File: src/rtl/bram_burst_master_pkg.sv
// Shared constants and helpers for the BRAM burst master and its read skid buffer.
// Holds only the skid-buffer sizing and the read-issue admission rule.
package bram_burst_master_pkg;

    localparam int SKID_DEPTH = 2;
    localparam int SKID_CW    = 2;

    // A read may be issued only if, after this cycle's pop, at most one word
    // is buffered or in flight, so the returning word always has a free slot.
    function automatic logic issue_ok(
        input logic [SKID_CW-1:0] count,
        input logic               inflight,
        input logic               pop
    );
        logic [SKID_CW:0] occ;
        occ = {1'b0, count} + {{SKID_CW{1'b0}}, inflight} - {{SKID_CW{1'b0}}, pop};
        return occ <= 3'd1;
    endfunction

endpackage

File: src/rtl/bram_rd_skid.sv
// Two-entry FIFO that catches BRAM read data the cycle after each read issue.
// The head word is presented combinationally; count reports 0..2 entries.
module bram_rd_skid
    import bram_burst_master_pkg::*;
#(
    parameter int DW = 16
) (
    input  logic               clk,
    input  logic               rst,
    input  logic               push,
    input  logic [DW-1:0]      push_data,
    input  logic               pop,
    output logic [SKID_CW-1:0] count,
    output logic [DW-1:0]      head_data
);

    logic [DW-1:0] mem [SKID_DEPTH];
    logic          wr_ptr;
    logic          rd_ptr;
    logic          push_en;
    logic          pop_en;

    assign pop_en  = pop && (count != '0);
    assign push_en = push && ((count != 2'd2) || pop_en);

    always_ff @(posedge clk or posedge rst) begin
        if (rst) begin
            wr_ptr <= 1'b0;
            rd_ptr <= 1'b0;
            count  <= '0;
        end else begin
            if (push_en) wr_ptr <= ~wr_ptr;
            if (pop_en)  rd_ptr <= ~rd_ptr;
            count <= count + {1'b0, push_en} - {1'b0, pop_en};
        end
    end

    // Storage carries no reset; the pointers and count define what is valid.
    always_ff @(posedge clk) begin
        if (push_en) mem[wr_ptr] <= push_data;
    end

    assign head_data = mem[rd_ptr];

endmodule

File: src/rtl/bram_burst_master.sv
// Burst master driving one BRAM port: write bursts from a valid/ready stream,
// read bursts into a valid/ready stream through a two-entry skid buffer.
module bram_burst_master
    import bram_burst_master_pkg::*;
#(
    parameter int AW = 10,
    parameter int DW = 16
) (
    input  logic          CLK,
    input  logic          RST,
    input  logic          cmd_valid,
    output logic          cmd_ready,
    input  logic          cmd_write,
    input  logic [AW-1:0] cmd_addr,
    input  logic [AW-1:0] cmd_len,
    input  logic          wr_valid,
    output logic          wr_ready,
    input  logic [DW-1:0] wr_data,
    output logic          rd_valid,
    input  logic          rd_ready,
    output logic [DW-1:0] rd_data,
    output logic          done,
    output logic [AW-1:0] A,
    output logic [DW-1:0] D,
    output logic          WE,
    output logic [DW-1:0] WEM,
    output logic          CE,
    input  logic [DW-1:0] Q
);

    // state   | meaning
    // S_IDLE  | waiting for a command; cmd_ready high, BRAM idle
    // S_WRITE | one BRAM write per accepted wr_data word
    // S_READ  | issuing reads and draining the skid buffer to rd_*
    typedef enum logic [1:0] {S_IDLE, S_WRITE, S_READ} state_t;

    localparam logic [AW:0]   ONE_CNT  = {{AW{1'b0}}, 1'b1};
    localparam logic [AW-1:0] ONE_ADDR = {{(AW-1){1'b0}}, 1'b1};

    state_t              state;
    state_t              state_n;
    logic [AW-1:0]       addr;
    logic [AW:0]         beat_cnt;
    logic [AW:0]         iss_cnt;
    logic                inflight;
    logic                done_q;
    logic [SKID_CW-1:0]  fifo_count;
    logic [DW-1:0]       fifo_head;

    logic cmd_hs;
    logic wr_beat;
    logic pop;
    logic issue;
    logic last_beat;

    always_ff @(posedge CLK or posedge RST) begin
        if (RST) state <= S_IDLE;
        else     state <= state_n;
    end

    always_comb begin
        state_n   = state;
        cmd_ready = 1'b0;
        wr_ready  = 1'b0;
        rd_valid  = 1'b0;
        wr_beat   = 1'b0;
        pop       = 1'b0;
        issue     = 1'b0;
        last_beat = 1'b0;
        cmd_hs    = 1'b0;
        case (state)
            S_IDLE: begin
                cmd_ready = 1'b1;
                cmd_hs    = cmd_valid;
                if (cmd_valid) state_n = cmd_write ? S_WRITE : S_READ;
            end
            S_WRITE: begin
                wr_ready  = 1'b1;
                wr_beat   = wr_valid;
                last_beat = wr_valid && (beat_cnt == ONE_CNT);
                if (last_beat) state_n = S_IDLE;
            end
            S_READ: begin
                rd_valid  = (fifo_count != '0);
                pop       = rd_valid && rd_ready;
                issue     = (iss_cnt != '0) && issue_ok(fifo_count, inflight, pop);
                last_beat = pop && (beat_cnt == ONE_CNT);
                if (last_beat) state_n = S_IDLE;
            end
            default: state_n = S_IDLE;
        endcase
    end

    // beat_cnt counts down write beats or read handshakes; iss_cnt counts
    // down read issues, which run ahead of the handshakes by up to two words.
    always_ff @(posedge CLK or posedge RST) begin
        if (RST) begin
            addr     <= '0;
            beat_cnt <= '0;
            iss_cnt  <= '0;
            inflight <= 1'b0;
            done_q   <= 1'b0;
        end else begin
            done_q   <= last_beat;
            inflight <= issue;
            if (cmd_hs) begin
                addr     <= cmd_addr;
                beat_cnt <= {1'b0, cmd_len} + ONE_CNT;
                iss_cnt  <= cmd_write ? '0 : ({1'b0, cmd_len} + ONE_CNT);
            end else begin
                if (wr_beat || issue) addr     <= addr + ONE_ADDR;
                if (wr_beat || pop)   beat_cnt <= beat_cnt - ONE_CNT;
                if (issue)            iss_cnt  <= iss_cnt - ONE_CNT;
            end
        end
    end

    bram_rd_skid #(
        .DW(DW)
    ) u_rd_skid (
        .clk       (CLK),
        .rst       (RST),
        .push      (inflight),
        .push_data (Q),
        .pop       (pop),
        .count     (fifo_count),
        .head_data (fifo_head)
    );

    assign rd_data = fifo_head;
    assign done    = done_q;
    assign A       = addr;
    assign D       = wr_data;
    assign WE      = wr_beat;
    assign CE      = wr_beat || issue;
    assign WEM     = wr_beat ? '1 : '0;

endmodule

File: config.mk
export PLATFORM = sky130hd
export DESIGN_NAME = bram_burst_master
export DESIGN_NICKNAME = d
export VERILOG_FILES = /design/src/rtl/bram_burst_master_pkg.sv /design/src/rtl/bram_rd_skid.sv /design/src/rtl/bram_burst_master.sv
export SDC_FILE = /design/constraint.sdc
export NUM_CORES = 1
export LEC_CHECK = 0
export ABC_CLOCK_PERIOD_IN_PS = 2800
export BUFFER_PORTS_ARGS = -buffer_cell sky130_fd_sc_hd__buf_2
export CAP_MARGIN = 25
export CELL_PAD_IN_SITES_DETAIL_PLACEMENT = 1
export CELL_PAD_IN_SITES_GLOBAL_PLACEMENT = 2
export CORE_UTILIZATION = 29
export CTS_CLUSTER_SIZE = 24
export DETAILED_ROUTE_END_ITERATION = 6
export PLACE_DENSITY_LB_ADDON = 0.1
export SLEW_MARGIN = 0
export SYNTH_ARGS = -nofsm -noshare
export SYNTH_HDL_FRONTEND = slang
export SYNTH_SLANG_ARGS = --single-unit
export TNS_END_PERCENT = 30
File: constraint.sdc
create_clock -name CLK -period 2.8 [get_ports CLK]
set_clock_uncertainty 0.1 [all_clocks]
set_input_delay 0 -clock CLK [delete_from_list [all_inputs] [get_ports CLK]]
set_output_delay 0 -clock CLK [all_outputs]
set_load 0.01 [all_outputs]
==> flow_metrics.env, run 1 <==
export IMPL_status="finished clean"
export IMPL_dpl_hpwl_um=7450
export IMPL_drive_gt1_share_pct=32.4
export IMPL_r2r_setup_slack_ns=0.07
export IMPL_maxCapViolCount=0
export IMPL_synth_edf_count=32
export IMPL_p_sw_w=0.00178
export IMPL_grt_pass1_wl_um=17100
export IMPL_final_cell_mix="buf_2, dlygate4sd3_1, dfrtp_1"
export IMPL_syn_area_um2=3960
export IMPL_die_area_um2=14100
export IMPL_worst_pin_slew_ns=0.736
export IMPL_overflow=0
export IMPL_nets=566
export IMPL_path_common_cell="inv_2"
export IMPL_synthCells=364
export IMPL_vias=3155
export IMPL_clk_pin_slew_ns=0.06
export IMPL_wire_per_inst_um=15.5
export IMPL_hold_viol_final=0
export IMPL_worstPathCellList="o21a_1 -> ha_1 -> inv_1 -> ha_2 -> inv_2 -> fa_2 -> and2_4 -> a21o_4 -> buf_12 -> nand2_8 -> inv_2 -> buf_2"
export IMPL_nFillCells=1493
export IMPL_relSlewSlack_pct=50.9
export IMPL_gp_congestion=0.743
export IMPL_setup_slack_ns=0.0610
export IMPL_hp_class="in -> reg"
export IMPL_reg2reg_depth=12
export IMPL_dr_pass1_iters=4
export IMPL_setup_viol=0
export IMPL_die_w_um=119
export IMPL_pin_count=122
export IMPL_rows=42
export IMPL_first_global_vias=3298
export IMPL_cpMaxStageDelayCell="fa_2"
export IMPL_cts_max_level=3
export IMPL_numCtsBuffers=9
export IMPL_cts_tree="yes"
export IMPL_min_from="cmd_len[1]"
export IMPL_synth_main_ff_cell="dfrtp_1"
export IMPL_synth_seq_cells=72
export IMPL_dp_cells=601
export IMPL_cts_sinks=72
export IMPL_wl_um=10500
export IMPL_postSynthAreaPerCell_um2=10.9
export IMPL_routed_via_density=4.67
export IMPL_synthTopCellsByArea="dfrtp_1, edfxtp_1, buf_4"
export IMPL_worstHoldEndpoint="beat_cnt[1]"
export IMPL_synth_distinct_cells=52
export IMPL_crit_family="adder cells"
export IMPL_multi_input_area_um2=1740
export IMPL_clock_path_buffers=2
export IMPL_crit_path_max_incr_delay_ns=0.42
export IMPL_grt_use_total_pct=15.9
export IMPL_initial_core_util_pct=29.8
export IMPL_grt_start_max_net_pins=41
export IMPL_peakVddDrop_mv=0.327
export IMPL_timing_final_crit_share_pct=97.8
export IMPL_final_common_cell="buf_2"
export IMPL_r2r_end="iss_cnt[7]"
export IMPL_path_buf_inv=5
export IMPL_n_antenna_cell=0
export IMPL_ant_nets=0
export IMPL_final_seq_area_um2=1960
export IMPL_drc=0
export IMPL_end_kind="output pin"
export IMPL_async_flop_share_pct=55.6
export IMPL_rsz0062_at_grt="true"
export IMPL_worstPathMaxFanout=5
export IMPL_timing_rr_start="u_rd_skid.count[0]"
export IMPL_antenna_found_initial=0
export IMPL_coreArea_um2=13300
export IMPL_layout_min_cycle_time_ns=2.74
export IMPL_p_clk_share_pct=24.4
export IMPL_ys_seq_area_share_pct=49.5
export IMPL_place_ws_ns=0.0251
export IMPL_syn_to_final_growth_pct=38.0
export IMPL_arrival_ns=2.64
export IMPL_cts_root_buf="clkbuf_16"
export IMPL_final_util_pct=41.1
export IMPL_comb_power_share_pct=40.1
export IMPL_critPathKind="reg -> out"
export IMPL_fin_setup_tns_ns=0
export IMPL_seqPwrFrac_pct=35.5
export IMPL_holdPathStages=4
export IMPL_worstPathRequired_ns=2.70
export IMPL_syn_nets=435
export IMPL_yosys_area_top_type="dfrtp_1"
export IMPL_drt_initial_drc_count=129
export IMPL_die_h_um=119
export IMPL_io_buffers=89
export IMPL_p_leak_nw=2.35
export IMPL_swShare_pct=36.8
export IMPL_final_cells=676
export IMPL_slew_violations=0
export IMPL_p_int_w=0.00304
export IMPL_netlist_area_leader_share_pct=25.3
export IMPL_yosysWarnings=0
export IMPL_p_per_area_nw_per_um2=882
export IMPL_finalPower_w=0.00482
export IMPL_clock_latency_ns=0.34
export IMPL_max_freq_mhz=365
export IMPL_cp_start_kind="register"
-- metrics by stage --
| step | hold slack [ns] | instance area, um^2 |
|---|---|---|
| 3_3_place_gp | -0.0999 | 4460 |
| 2_1_floorplan | -0.0153 | 3960 |
| 4_1_cts | 0.00403 | 5310 |
| 3_5_place_dp | -0.0999 | 4460 |
| 5_1_grt | 0.0560 | 5470 |
| 6_report | 0.0137 | 5470 |
-- cell usage after synthesis, types with 8 or more instances --
cell type  instances
nand3_1           14
a21oi_1           11
xor2_1            21
inv_1             20
buf_4             32
nand2_1           28
xnor2_1           13
o21ai_0           21
dfrtp_1           40
mux2_2            17
nor2_1            15
ha_1              12
edfxtp_1          32
clkbuf_1           8
-- how the worst max path moves through the flow --
stage	startpoint	to	slack, ns	cells after the start
global route	u_rd_skid.count[0]	iss_cnt[9]	-0.06	12
global placement	u_rd_skid.count[0]	iss_cnt[9]	0.08	11
finish	u_rd_skid.count[0]	CE	0.06	12
detailed placement	u_rd_skid.count[0]	iss_cnt[9]	0.03	11
CTS	u_rd_skid.count[0]	CE	0.03	12
floorplan	u_rd_skid.count[1]	A[0]	0.02	13
-- timing repair --
action / 4_1_cts / 5_1_grt
hold buffers: 53 / 0
hold endpoints to repair: 114 / 0
setup buffers: 0 / 5
pin swaps: 0 / 6
cloned: 0 / 1
endpoints found under the setup margin: 1 / 4
resized for setup: 3 / 22
-- power groups by stage --
stage | clock network (W) | logic [W] | registers, W
2_1_floorplan | 0 | 0.00118 | 0.00165
3_3_place_gp | 0 | 0.00164 | 0.00172
3_5_place_dp | 0 | 0.00164 | 0.00173
4_1_cts | 0.00122 | 0.00175 | 0.00171
5_1_grt | 0.00126 | 0.00215 | 0.00176
6_report | 0.00118 | 0.00193 | 0.00171
-- area by class of cell --
class                      count  share of cell area [%]
clock buffer                   9                    4.12
tap                          176                    4.03
clock inverter                 7                    1.42
multi-input combinational    230                    31.8
timing repair buffer         162                    21.4
sequential                    72                    35.9
inverter                      20                    1.37
-- worst reg2reg max path: stages (launching register included) --
cell and delay, ns:
dfrtp_1 0.38, o21a_1 0.21, ha_1 0.27, inv_1 0.06, ha_2 0.16, inv_2 0.04
fa_2 0.51, and2_4 0.16, nand4_1 0.15, buf_4 0.19, nor4b_2 0.25, a21oi_1 0.06
o22ai_1 0.12
-- registers in the layout, summed over array words and instances, names as in the netlist, 2 cells and up --
register and flops:
u_rd_skid.mem 32, beat_cnt 11, iss_cnt 11, A 10, state 2, u_rd_skid.count 2
-- per-layer routing --
metal / wire length, um / up-vias / GRT usage, %
li1: - / 1524 / -
met1: 4700 / 1530 / 19.6
met2: 5170 / 86 / 26.5
met3: 470 / 15 / 3.98
met4: 161 / 0 / 6.49
met5: 0 / - / 0
-- cell families after synthesis --
group	share of synthesized area (%)
AND/OR/NAND/NOR	14.8
flip-flops	49.5
buffers and inverters	8.94
AO/OA/AOI/OAI	8.53
XOR/XNOR	7.52
multiplexers	6.35
adder cells (fa/ha/maj)	4.30
(Power assumes the default switching activity.)
==> inputs of run 2 (changes only) <==
--- a/config.mk
+++ b/config.mk
@@ -13,7 +13,7 @@
 export CORE_UTILIZATION = 29
 export CTS_CLUSTER_SIZE = 24
 export DETAILED_ROUTE_END_ITERATION = 6
-export PLACE_DENSITY_LB_ADDON = 0.1
+export PLACE_DENSITY = 0.81
 export SLEW_MARGIN = 0
 export SYNTH_ARGS = -nofsm -noshare
 export SYNTH_HDL_FRONTEND = slang
==> flow_metrics.env, run 2 (synthesized netlist as in run 1, its figures left out) <==
export IMPL_status="finished clean"
export IMPL_io_buffers=89
export IMPL_regMostFlops="u_rd_skid.mem"
export IMPL_cts_sinks=72
export IMPL_vias=3135
export IMPL_final_cells=668
export IMPL_cp_start_kind="register"
export IMPL_worst_pin_slew_ns=0.800
export IMPL_hold_viol_final=0
export IMPL_worstHoldEndpoint="iss_cnt[2]"
export IMPL_largestRegisters="u_rd_skid.mem x32, beat_cnt x11, iss_cnt x11"
export IMPL_n_antenna_cell=0
export IMPL_final_util_pct=40.6
export IMPL_final_common_cell="buf_2"
export IMPL_slew_violations=0
export IMPL_peakVddDrop_mv=0.436
export IMPL_dr_pass1_iters=4
export IMPL_wl_um=10200
export IMPL_hp_class="in -> reg"
export IMPL_r2r_end="iss_cnt[8]"
export IMPL_relSlewSlack_pct=46.6
export IMPL_ant_nets=0
export IMPL_end_kind="register"
export IMPL_comb_power_share_pct=36.1
export IMPL_drt_initial_drc_count=110
export IMPL_pin_count=122
export IMPL_timing_rr_start="u_rd_skid.count[0]"
export IMPL_dp_cells=597
export IMPL_holdPathStages=4
export IMPL_cts_max_level=3
export IMPL_routed_via_density=4.69
export IMPL_rsz0062_at_grt="true"
export IMPL_timing_final_crit_share_pct=96.8
export IMPL_reg2reg_depth=12
export IMPL_grt_start_max_net_pins=25
export IMPL_setup_viol=0
export IMPL_p_clk_share_pct=28.7
export IMPL_p_leak_nw=2.32
export IMPL_die_h_um=119
export IMPL_clock_latency_ns=0.33
export IMPL_setup_slack_ns=0.0890
export IMPL_first_global_vias=3253
export IMPL_worstPathMaxFanout=4
export IMPL_layout_min_cycle_time_ns=2.71
export IMPL_gp_congestion=0.787
export IMPL_die_area_um2=14100
export IMPL_rows=42
export IMPL_drc=0
export IMPL_arrival_ns=2.88
export IMPL_r2r_setup_slack_ns=0.09
export IMPL_p_sw_w=0.00169
export IMPL_max_freq_mhz=369
export IMPL_nets=558
export IMPL_initial_core_util_pct=29.8
export IMPL_largest_reg_flops=32
export IMPL_grt_pass1_wl_um=16400
export IMPL_drive_gt1_share_pct=29.5
export IMPL_finalPower_w=0.00487
export IMPL_p_int_w=0.00318
export IMPL_p_per_area_nw_per_um2=904
export IMPL_grt_use_total_pct=15.0
export IMPL_maxCapViolCount=0
export IMPL_numCtsBuffers=9
export IMPL_cts_root_buf="clkbuf_16"
export IMPL_swShare_pct=34.8
export IMPL_clk_pin_slew_ns=0.06
export IMPL_critPathKind="reg -> reg"
export IMPL_clock_path_buffers=2
export IMPL_place_ws_ns=-0.0147
export IMPL_coreArea_um2=13300
export IMPL_final_cell_mix="buf_2, dlygate4sd3_1, dfrtp_1"
export IMPL_antenna_found_initial=0
export IMPL_dpl_hpwl_um=7240
export IMPL_worstPathRequired_ns=2.97
export IMPL_syn_to_final_growth_pct=36.1
export IMPL_overflow=0
export IMPL_fin_area_um2=5390
export IMPL_cts_tree="yes"
export IMPL_die_w_um=119
export IMPL_wire_per_inst_um=15.3
export IMPL_seqPwrFrac_pct=35.2
export IMPL_min_from="cmd_len[2]"
export IMPL_dpl_cell_area_um2=4420
run 2: how the worst max path moves through the flow:
stage                       start  cells after the start          to  slack (ns)
2_1_floorplan  u_rd_skid.count[1]                     13        A[0]        0.02
3_3_place_gp   u_rd_skid.count[0]                     11  iss_cnt[9]        0.07
3_5_place_dp   u_rd_skid.count[0]                     11        A[0]       -0.01
4_1_cts        u_rd_skid.count[1]                     11          CE        0.01
5_1_grt        u_rd_skid.count[0]                     12  iss_cnt[3]       -0.04
6_report       u_rd_skid.count[0]                     12  iss_cnt[8]        0.09
run 2: power by group through the flow:
stage / sequential [W] / clock [W] / combinational [W]
2_1_floorplan: 0.00165 / 0 / 0.00118
3_5_place_dp: 0.00173 / 0 / 0.00162
5_1_grt: 0.00176 / 0.00147 / 0.00196
4_1_cts: 0.00172 / 0.00143 / 0.00171
3_3_place_gp: 0.00171 / 0 / 0.00157
6_report: 0.00171 / 0.00140 / 0.00176
run 2: layout make-up:
class	count	area [um^2]
fill	1478	7900
sequential	72	1960
multi-input combinational	230	1700
timing repair buffer	154	1070
clock buffer	10	229
tap	176	220
clock inverter	6	133
inverter	20	75.1
run 2: worst max-delay path, stage by stage (launching register included):
cell and delay [ns]:
dfrtp_1 0.40, o21a_1 0.19, ha_1 0.27, inv_1 0.04, ha_1 0.16, inv_1 0.06
fa_2 0.42, and2_4 0.19, and2_1 0.16, buf_4 0.16, and3_1 0.17, o22ai_1 0.14
o311a_1 0.19
run 2: routing by layer:
layer,track usage (%),routed length (um)
met1,17.4,4470
met2,27.2,5240
met3,3.16,385
met4,4.98,122
met5,0,0
run 2: what timing repair did:
| action | in CTS | in global routing |
|---|---|---|
| gates cloned | 0 | 0 |
| hold buffers | 54 | 0 |
| resized for setup | 3 | 10 |
| pin swaps | 0 | 3 |
| buffers inserted | 0 | 1 |
| hold endpoints to repair | 93 | 0 |
| endpoints found under the setup margin | 2 | 13 |
run 2: through the flow:
step           TNS [ns]  hold WS, ns
4_1_cts               0      0.00197
2_1_floorplan         0      -0.0153
3_5_place_dp    -0.0147      -0.0999
6_report              0      0.00227
3_3_place_gp          0      -0.0999
5_1_grt          -0.152       0.0330
==> inputs of run 3 (changes only) <==
--- a/config.mk
+++ b/config.mk
@@ -13,6 +13,7 @@
 export CORE_UTILIZATION = 29
 export CTS_CLUSTER_SIZE = 24
 export DETAILED_ROUTE_END_ITERATION = 6
+export GPL_TIMING_DRIVEN = 0
 export PLACE_DENSITY = 0.81
 export SLEW_MARGIN = 0
 export SYNTH_ARGS = -nofsm -noshare
==> flow_metrics.env, run 3 (synthesized netlist as in run 1, its figures left out) <==
export IMPL_setup_viol=0
export IMPL_arrival_ns=2.89
export IMPL_cts_root_buf="clkbuf_16"
export IMPL_timing_final_crit_share_pct=99.7
export IMPL_io_buffers=105
export IMPL_grt_pass1_wl_um=17800
export IMPL_slew_violations=0
export IMPL_status="finished clean"
export IMPL_cpMaxStageDelayCell="fa_2"
export IMPL_hp_class="in -> reg"
export IMPL_place_ws_ns=-0.490
export IMPL_wirelength_met1_um=4880
export IMPL_end_kind="register"
export IMPL_cts_sinks=72
export IMPL_initial_core_util_pct=29.8
export IMPL_grt_start_max_net_pins=38
export IMPL_maxCapViolCount=0
export IMPL_die_area_um2=14100
export IMPL_drt_initial_drc_count=140
export IMPL_worstPathCellList="o21a_1 -> ha_1 -> inv_1 -> ha_1 -> inv_1 -> fa_2 -> and2_4 -> nand4_1 -> nand2b_4 -> o41ai_2 -> o221ai_1"
export IMPL_largest_reg_flops=32
export IMPL_wl_um=11100
export IMPL_peakVddDrop_mv=0.362
export IMPL_grt_use_total_pct=16.2
export IMPL_fin_setup_tns_ns=0
export IMPL_vias=3318
export IMPL_cts_max_level=3
export IMPL_top_layer="met4"
export IMPL_clk_pin_slew_ns=0.06
export IMPL_regMostFlops="u_rd_skid.mem"
export IMPL_p_per_area_nw_per_um2=904
export IMPL_hold_viol_final=0
export IMPL_final_common_cell="buf_2"
export IMPL_numCtsBuffers=9
export IMPL_first_global_vias=3406
export IMPL_wl_met3_um=446
export IMPL_critPathKind="reg -> reg"
export IMPL_routed_via_density=4.67
export IMPL_die_h_um=119
export IMPL_worstPathMaxFanout=4
export IMPL_max_freq_mhz=358
export IMPL_cts_tree="yes"
export IMPL_pin_count=122
export IMPL_p_leak_nw=2.51
export IMPL_n_antenna_cell=0
export IMPL_nets=601
export IMPL_largestRegisters="u_rd_skid.mem x32, beat_cnt x11, iss_cnt x11"
export IMPL_relSlewSlack_pct=47.5
export IMPL_clock_path_buffers=2
export IMPL_drive_gt1_share_pct=38.3
export IMPL_dpl_hpwl_um=7910
export IMPL_cp_start_kind="register"
export IMPL_worstPathRequired_ns=2.90
export IMPL_crit_path_max_incr_delay_ns=0.52
export IMPL_coreArea_um2=13300
export IMPL_gp_congestion=0.770
export IMPL_layout_min_cycle_time_ns=2.79
export IMPL_clock_latency_ns=0.34
export IMPL_rows=42
export IMPL_die_w_um=119
export IMPL_dr_wl_met2_um=5640
export IMPL_antenna_found_initial=0
export IMPL_overflow=0
export IMPL_drc=0
export IMPL_ant_nets=0
export IMPL_wire_per_inst_um=15.6
export IMPL_syn_to_final_growth_pct=42.3
export IMPL_final_cell_mix="buf_2, buf_4, dfrtp_1"
export IMPL_rsz0062_at_grt="true"
export IMPL_dr_pass1_iters=4
export IMPL_nFillCells=1494
export IMPL_worst_pin_slew_ns=0.788
export IMPL_setup_slack_ns=0.00819
[run 3: changes by cell type in the layout (fill, tap and decap cells not counted), sizes merged]
cell	change
clkbuf	+7
clkinv	+1
inv	+1
clkinvlp	-1
a21o	+1
dlygate4sd3	-17
buf	+52
bufinv	-1
[run 3: path summary, 6_finish.rpt]
check                                   start                to  slack, ns  cells past startpoint
min reg2reg                  u_rd_skid.wr_ptr  u_rd_skid.wr_ptr       0.41                      1
min                                cmd_len[1]        iss_cnt[1]     0.0009                      4
min in group asynchronous                 RST  u_rd_skid.wr_ptr       0.60                      4
max reg2reg                u_rd_skid.count[1]        iss_cnt[9]      0.008                     11
max                        u_rd_skid.count[1]        iss_cnt[9]      0.008                     11
max in group asynchronous                 RST              A[7]       1.58                      5
[run 3: power breakdown]
part,internal [W],switching (W)
clock,0.000877,0.000465
sequential,0.00140,0.000268
combinational,0.000997,0.00109
[run 3: repair_timing]
action | CTS | global route
hold buffers | 37 | 0
setup buffers | 4 | 8
cloned | 1 | 0
endpoints found under the setup margin | 23 | 30
pin swaps | 5 | 11
gates resized for setup | 23 | 8
hold endpoints to repair | 95 | 0
[run 3: critical path: cells and delay by family (launching register included)]
kind	cells	cell delay, ns
AO/OA/AOI/OAI	3	0.65
flip-flops	1	0.39
adder cells (fa/ha/maj)	3	0.94
buffers and inverters	2	0.11
AND/OR/NAND/NOR	3	0.47
[run 3: through the flow]
stage	util (%)	power (W)	instance area (um^2)	hold WS, ns	std cells
after floorplan	-	0.00283	3960	-0.0153	364
after global placement	35.4	0.00337	4710	0.0851	645
after detailed placement	35.6	0.00346	4740	-0.211	647
after CTS	41.9	0.00504	5580	0.00170	704
after global routing	42.4	0.00543	5640	0.0263	711
final	42.4	0.00510	5640	0.000936	711
[run 3: cell type report]
class	count	area, um^2	share of cell area (%)
sequential	72	1960	34.8
multi-input combinational	231	1750	31.0
timing repair buffer	156	1020	18.1
buffer	40	270	4.80
clock buffer	10	229	4.06
tap	176	220	3.91
clock inverter	6	116	2.06
inverter	20	75.1	1.33
[run 3: metal layers]
| layer | GRT usage, % | vias up |
|---|---|---|
| met2 | 28.4 | 86 |
| met5 | 0 | - |
| met4 | 4.35 | 0 |
| li1 | - | 1591 |
| met1 | 19.8 | 1631 |
| met3 | 3.93 | 10 |
